`src/rtl/uart_pkg.sv`:
```
// Shared UART definitions: FSM state encoding, parity-type codes and the
// 2-of-3 vote used by the receiver sampler.
package uart_pkg;

    localparam logic [2:0] ST_IDLE   = 3'd0;
    localparam logic [2:0] ST_START  = 3'd1;
    localparam logic [2:0] ST_DATA   = 3'd2;
    localparam logic [2:0] ST_PARITY = 3'd3;
    localparam logic [2:0] ST_STOP   = 3'd4;

    localparam logic PAR_EVEN = 1'b0;
    localparam logic PAR_ODD  = 1'b1;

    function automatic logic majority3(input logic a, input logic b, input logic c);
        return (a & b) | (a & c) | (b & c);
    endfunction

endpackage

```
`src/rtl/rx_data_sampler.sv`:
```
// Captures the line at the two edges before mid-bit and votes with the live
// value, so sampled_bit is meaningful when edge_cnt == PRESCALE/2+1.
module rx_data_sampler
    import uart_pkg::*;
#(
    parameter int PRESCALE = 8,
    parameter int CW       = $clog2(PRESCALE)
) (
    input  logic          clk,
    input  logic          rst,
    input  logic          rx_in,
    input  logic [CW-1:0] edge_cnt,
    output logic          sampled_bit
);

    localparam logic [CW-1:0] EDGE_A = CW'(PRESCALE / 2 - 1);
    localparam logic [CW-1:0] EDGE_B = CW'(PRESCALE / 2);

    logic sample_a_q;
    logic sample_b_q;

    always_ff @(posedge clk or posedge rst) begin
        if (rst) begin
            sample_a_q <= 1'b0;
            sample_b_q <= 1'b0;
        end else begin
            if (edge_cnt == EDGE_A) sample_a_q <= rx_in;
            if (edge_cnt == EDGE_B) sample_b_q <= rx_in;
        end
    end

    assign sampled_bit = majority3(sample_a_q, sample_b_q, rx_in);

endmodule

```
`src/rtl/uart_rx.sv`:
```
// UART receiver: oversampled start detection, 8 data bits LSB first, optional
// parity, one stop bit; result and error flags are one-cycle pulses.
module uart_rx
    import uart_pkg::*;
#(
    parameter int PRESCALE = 8
) (
    input  logic       clk,
    input  logic       rst,
    input  logic       rx_in,
    input  logic       parity_en,
    input  logic       parity_type,
    output logic [7:0] p_data,
    output logic       data_valid,
    output logic       parity_err,
    output logic       stop_err,
    output logic       busy,
    output logic [2:0] current_state
);

    localparam int CW = $clog2(PRESCALE);
    localparam logic [CW-1:0] EDGE_ONE  = CW'(1);
    localparam logic [CW-1:0] EDGE_LAST = CW'(PRESCALE - 1);
    localparam logic [CW-1:0] EDGE_MID  = CW'(PRESCALE / 2 + 1);

    logic [2:0]    state_q, state_d;
    logic [CW-1:0] cnt_q, cnt_d;
    logic [2:0]    bit_q, bit_d;
    logic [7:0]    shift_q, shift_d;
    logic          par_en_q, par_en_d;
    logic          par_type_q, par_type_d;
    logic          par_bad_q, par_bad_d;
    logic [7:0]    p_data_q, p_data_d;
    logic          dv_q, dv_d;
    logic          pe_q, pe_d;
    logic          se_q, se_d;
    logic          sampled_bit;
    logic          wrap;
    logic          mid;

    rx_data_sampler #(.PRESCALE(PRESCALE), .CW(CW)) u_sampler (
        .clk        (clk),
        .rst        (rst),
        .rx_in      (rx_in),
        .edge_cnt   (cnt_q),
        .sampled_bit(sampled_bit)
    );

    assign wrap = (cnt_q == EDGE_LAST);
    assign mid  = (cnt_q == EDGE_MID);

    always_comb begin
        state_d    = state_q;
        cnt_d      = cnt_q;
        bit_d      = bit_q;
        shift_d    = shift_q;
        par_en_d   = par_en_q;
        par_type_d = par_type_q;
        par_bad_d  = par_bad_q;
        p_data_d   = p_data_q;
        dv_d       = 1'b0;
        pe_d       = 1'b0;
        se_d       = 1'b0;

        if (state_q != ST_IDLE) cnt_d = wrap ? '0 : cnt_q + EDGE_ONE;

        case (state_q)
            ST_IDLE: begin
                // The detecting cycle itself is edge 0, so the counter resumes at 1.
                if (!rx_in) begin
                    state_d    = ST_START;
                    cnt_d      = EDGE_ONE;
                    bit_d      = 3'd0;
                    par_en_d   = parity_en;
                    par_type_d = parity_type;
                    par_bad_d  = 1'b0;
                end
            end
            ST_START: begin
                if (mid && sampled_bit) begin
                    state_d = ST_IDLE;
                    cnt_d   = '0;
                end else if (wrap) begin
                    state_d = ST_DATA;
                end
            end
            ST_DATA: begin
                if (mid) shift_d = {sampled_bit, shift_q[7:1]};
                if (wrap) begin
                    bit_d = bit_q + 3'd1;
                    if (bit_q == 3'd7) state_d = par_en_q ? ST_PARITY : ST_STOP;
                end
            end
            ST_PARITY: begin
                if (mid) par_bad_d = (sampled_bit != ((^shift_q) ^ (par_type_q == PAR_ODD)));
                if (wrap) state_d = ST_STOP;
            end
            ST_STOP: begin
                // Leave for IDLE at mid-stop so a closely following start edge is not missed.
                if (mid) begin
                    state_d = ST_IDLE;
                    cnt_d   = '0;
                    se_d    = ~sampled_bit;
                    pe_d    = par_bad_q;
                    if (sampled_bit && !par_bad_q) begin
                        dv_d     = 1'b1;
                        p_data_d = shift_q;
                    end
                end
            end
            default: begin
                state_d = ST_IDLE;
                cnt_d   = '0;
            end
        endcase
    end

    always_ff @(posedge clk or posedge rst) begin
        if (rst) begin
            state_q    <= ST_IDLE;
            cnt_q      <= '0;
            bit_q      <= 3'd0;
            shift_q    <= 8'h00;
            par_en_q   <= 1'b0;
            par_type_q <= 1'b0;
            par_bad_q  <= 1'b0;
            p_data_q   <= 8'h00;
            dv_q       <= 1'b0;
            pe_q       <= 1'b0;
            se_q       <= 1'b0;
        end else begin
            state_q    <= state_d;
            cnt_q      <= cnt_d;
            bit_q      <= bit_d;
            shift_q    <= shift_d;
            par_en_q   <= par_en_d;
            par_type_q <= par_type_d;
            par_bad_q  <= par_bad_d;
            p_data_q   <= p_data_d;
            dv_q       <= dv_d;
            pe_q       <= pe_d;
            se_q       <= se_d;
        end
    end

    assign p_data        = p_data_q;
    assign data_valid    = dv_q;
    assign parity_err    = pe_q;
    assign stop_err      = se_q;
    assign busy          = (state_q != ST_IDLE);
    assign current_state = state_q;

endmodule
```
`config.mk`:
```
export PLATFORM = sky130hd
export DESIGN_NAME = uart_rx
export DESIGN_NICKNAME = d
export VERILOG_FILES = /design/src/rtl/uart_pkg.sv /design/src/rtl/rx_data_sampler.sv /design/src/rtl/uart_rx.sv
export SDC_FILE = /design/constraint.sdc
export NUM_CORES = 1
export LEC_CHECK = 0
export CAP_MARGIN = 20
export CORE_MARGIN = 8
export CORE_UTILIZATION = 49
export DETAILED_ROUTE_END_ITERATION = 16
export GPL_ROUTABILITY_DRIVEN = 0
export MAX_ROUTING_LAYER = met4
export PLACE_DENSITY_LB_ADDON = 0.08
export SLEW_MARGIN = 20
export SYNTH_ARGS = -nofsm -noshare
export SYNTH_HDL_FRONTEND = slang
export SYNTH_SLANG_ARGS = --single-unit
```
`constraint.sdc`:
```
create_clock -name clk -period 1.9 [get_ports clk]
set_input_delay 0.475 -clock clk [delete_from_list [all_inputs] [get_ports clk]]
set_output_delay 0.475 -clock clk [all_outputs]
set_load 0.01 [all_outputs]
```
==> results.txt, run 1 <==
The chip height is 73.28 um. In this run the worst path has a maximum fanout of 4. The count of antenna diodes in the layout is 0.

Setup violations remaining at the end of the flow were counted as 0. The worst-case reg-to-reg path depth came out at 5. The cell count after synthesis is 126.

The insertion delay to the later sink of the worst-skew pair came out at 0.33 ns. The worst setup path startpoint is current_state[0]. The total power draw came out at 2.341 mW.

Across every metal layer, demand over resource in global routing totals 13.27%. The largest voltage drop on the vdd net came out at 0.0006296 V. The total of max-cap violations is 0. The number of remaining DRC errors is 0. Summing all flip-flop and latch instances after layout gives 828.3 um2. The total I/O pin count came out at 20.

The via count of the first global-routing pass is 1181. CTS placed an instance of sky130_fd_sc_hd__clkbuf_4 at the clock tree root. The reg-to-reg endpoint is p_data[7]. Of the cells placed in the final design, the portion with a size suffix greater than 1 is 32.32%.

The initial utilization of the core area, before any placement, comes to 49.75%. The final setup skew is 0.007699 ns. Leaving out fill and tap cells, the most frequent cells in the layout are 31 x sky130_fd_sc_hd__dfrtp_1, 15 x sky130_fd_sc_hd__clkdlybuf4s50_1, 14 x sky130_fd_sc_hd__buf_4, 12 x sky130_fd_sc_hd__mux2_2, 9 x sky130_fd_sc_hd__nand2_1. Power spread over the standard cell area amounts to 1143 nW/um2.

The proportion of synthesized chip area in sequential cells is 51.36%. The cell count along the critical path came out at 1. The post-synthesis average cell area came out at 12.76 um2. The path category of the worst min-delay check is flop to flop.

The via count of the routed design came out at 1049. The area growth from synthesis to layout came out at 27.39%. The final-stage net count is 175. The total overflow reported by the global router came out at 0. The final cycle utilization of the critical path is 96.89%.

The final setup slack of the worst path is 0.05914 ns. The first global-routing pass estimated 5.347 mm of wire. Final hold analysis gives a worst-case slack of 0.5117 ns. The final hold violation count is 0.

The worst path needs 1.841 ns of the cycle, external delays included. Using the TritonRoute via totals, the vias-per-cell ratio works out to 4.995. The mapped netlist covers 1608 um2. The number of pins exceeding their max-slew limit in the final report is 0.

The critical path data required time is 1.42 ns. Of the post-synthesis cell area, the dominant cell type holds 51.36%. The number of warnings issued by yosys is 0. The worst setup timing slack at the placement stage is -0.4026 ns. The number of antenna violations at the first check in global routing came out at 0. The H-tree level count is 2. The static leakage is 1.013 nW.

The synthesized design contains 33 register bits. The cell at the slowest stage of the critical path is sky130_fd_sc_hd__clkdlybuf4s50_1. The detail route stage leaves a number of antenna-violating nets equal to 0.

Counting the fill cells in the layout gives 260. The synthesized netlist net count came out at 138. Walking the worst path, the cells encountered are clkdlybuf4s50_1. In this run the critical register-to-register path is launched from current_state[2]. After detailed routing, the total wire length is 3.033 mm. The data arrival time of the critical path is 1.37 ns. The first-pass iteration count of the detailed router is 4. STA classifies the critical path startpoint as a flop.

The capture point of the critical path is current_state[0]. In the final timing run, aggregate negative setup slack is 0 ns. The number of distinct library cell variants in the gate-level netlist after synthesis came out at 33. The area used by multi-input combinational logic came out at 740.7 um2. Entering global routing, the biggest net connects 34 pins. For flop-to-flop paths, the worst setup slack is 0.07 ns. STA classifies the critical path endpoint as a primary output. The area of the die came out at 5370 um2. The worst setup path is of the flop to primary output kind. The cell family contributing the most delay on the critical path is buffers and inverters.

The tightest slew margin relative to the limit is 72.05%. The CTS clock-pin slew for the worst setup and hold paths is 0.10 ns. The buffer and inverter count on the worst path came out at 1.

The post-synthesis cell type with the largest combined area is sky130_fd_sc_hd__dfrtp_1. The total number of placement rows came out at 21. The leading cell type in the layout, fill and taps excluded is sky130_fd_sc_hd__dfrtp_1.

Detailed placement finished with a half-perimeter wire length of 2.099 mm. Sorting the synthesized cells by area gives the leading types as sky130_fd_sc_hd__dfrtp_1 51%, sky130_fd_sc_hd__mux2_2 8.4%, sky130_fd_sc_hd__mux2_4 7.5%. The core region is 3232 um2. The total clock buffers created by CTS is 5. On the worst path, the slowest cell contributes a delay of 0.59 ns. In this run the tool buffered the top-level ports with 19 buffer cells. The run finished with clean final reports. For this design, the sink count on the clock tree is 33. The timing-limited maximum frequency is 543.2 MHz. The die outline width is 73.28 um. TritonCTS built the clock tree.

In the final routed layout, each cell accounts on average for 14.44 um. The count of hold buffers inserted by post-cts repair is 0. The pin slew with the least headroom to its limit is 0.4193 ns. The longest clock path from root to sink contains 2 buffers. The first routing iteration left 47 violations.
state kept, by name, summed over array words and instances (netlist names), 3 cells and up:
| register | cells |
|---|---|
| current_state | 3 |
| cnt_q | 3 |
| shift_q | 8 |
| bit_q | 3 |
| p_data | 8 |
area by class of cell:
type	count	share of cell area [%]
Multi-Input combinational cell	80	36.16
Timing Repair Buffer	35	15.70
Sequential cell	33	40.44
Clock buffer	7	3.177
Inverter	8	1.466
Clock inverter	1	0.2443
Tap cell	46	2.810
kinds of logic (layout without fill, tap and decap cells):
kind of cell,Yosys count,count (layout),synth area share (%)
compound gates,14,14,5.759
xor+xnor,8,8,5.214
fa+ha+maj,8,8,6.148
buf+inv,13,51,4.047
flops,33,33,51.36
mux,21,21,16.50
simple gates,29,29,10.97
power breakdown:
| group | internal, mW | switching [mW] | leakage (nW) |
|---|---|---|---|
| Combinational | 0.504 | 0.395 | 0.533 |
| Sequential | 0.842 | 0.149 | 0.438 |
| Clock | 0.215 | 0.236 | 0.0413 |
synthesized netlist by cell type:
master / n
sky130_fd_sc_hd__xnor2_1: 6
sky130_fd_sc_hd__nand2b_1: 3
sky130_fd_sc_hd__mux2i_1: 1
sky130_fd_sc_hd__o31ai_1: 1
sky130_fd_sc_hd__o211a_1: 1
sky130_fd_sc_hd__nor2b_1: 3
sky130_fd_sc_hd__ha_1: 7
sky130_fd_sc_hd__maj3_2: 1
sky130_fd_sc_hd__o32ai_1: 1
sky130_fd_sc_hd__and3b_1: 1
sky130_fd_sc_hd__nand3_1: 4
sky130_fd_sc_hd__nor3_1: 2
sky130_fd_sc_hd__mux2_2: 12
sky130_fd_sc_hd__buf_2: 1
sky130_fd_sc_hd__o311ai_0: 1
sky130_fd_sc_hd__nor4b_4: 1
sky130_fd_sc_hd__a32oi_1: 1
sky130_fd_sc_hd__xor2_1: 1
sky130_fd_sc_hd__or3_1: 1
sky130_fd_sc_hd__a21oi_1: 2
sky130_fd_sc_hd__nand2_1: 9
sky130_fd_sc_hd__nor2_1: 2
sky130_fd_sc_hd__buf_6: 2
sky130_fd_sc_hd__inv_1: 8
sky130_fd_sc_hd__xnor3_1: 1
sky130_fd_sc_hd__o41ai_1: 1
sky130_fd_sc_hd__nand4b_1: 1
sky130_fd_sc_hd__or3b_4: 1
sky130_fd_sc_hd__dfrtp_1: 33
sky130_fd_sc_hd__o21ai_0: 6
sky130_fd_sc_hd__mux2_4: 8
sky130_fd_sc_hd__or3b_2: 1
sky130_fd_sc_hd__clkbuf_1: 2
metal layers:
layer  part of all wire (%)  global-route usage (%)  up-vias
met5                      0                       -        -
met4                    1.3                   6.000        0
met3                    3.7                   3.274        4
met2                     52                   22.64       16
met1                     43                   14.24      520
li1                       -                       -      509
what timing repair did:
| item | CTS | global route |
|---|---|---|
| resized for setup | 5 | 9 |
| endpoints found under the hold margin | 0 | 0 |
| setup buffers | 3 | 0 |
| setup endpoints to repair | 4 | 14 |
| pin swaps | 1 | 2 |
per-stage QoR:
| stage | std cells | utilization, % | cell area [um2] |
|---|---|---|---|
| global placement | 199 | 59.35 | 1918 |
| global route | 210 | 63.38 | 2048 |
| finish | 210 | 63.38 | 2048 |
| detailed placement | 199 | 59.35 | 1918 |
| floorplan | 126 | - | 1608 |
| CTS | 210 | 62.56 | 2022 |
worst min path at each step:
stage | start | to | depth (start not counted)
5_1_grt | p_data[3] | p_data[3] | 1
2_1_floorplan | bit_q[0] | bit_q[0] | 1
3_3_place_gp | bit_q[0] | bit_q[0] | 1
6_report | bit_q[0] | bit_q[0] | 1
3_5_place_dp | p_data[4] | p_data[4] | 1
4_1_cts | p_data[4] | p_data[4] | 1
Note: power is estimated with default switching activity, not from simulation.
==> inputs of run 2 (changes only) <==
--- a/config.mk
+++ b/config.mk
@@ -9,7 +9,6 @@
 export CORE_MARGIN = 8
 export CORE_UTILIZATION = 49
 export DETAILED_ROUTE_END_ITERATION = 16
-export GPL_ROUTABILITY_DRIVEN = 0
 export MAX_ROUTING_LAYER = met4
 export PLACE_DENSITY_LB_ADDON = 0.08
 export SLEW_MARGIN = 20
==> results of run 2 <==
The final DEF is identical to that of run 1; final timing and power are the same.
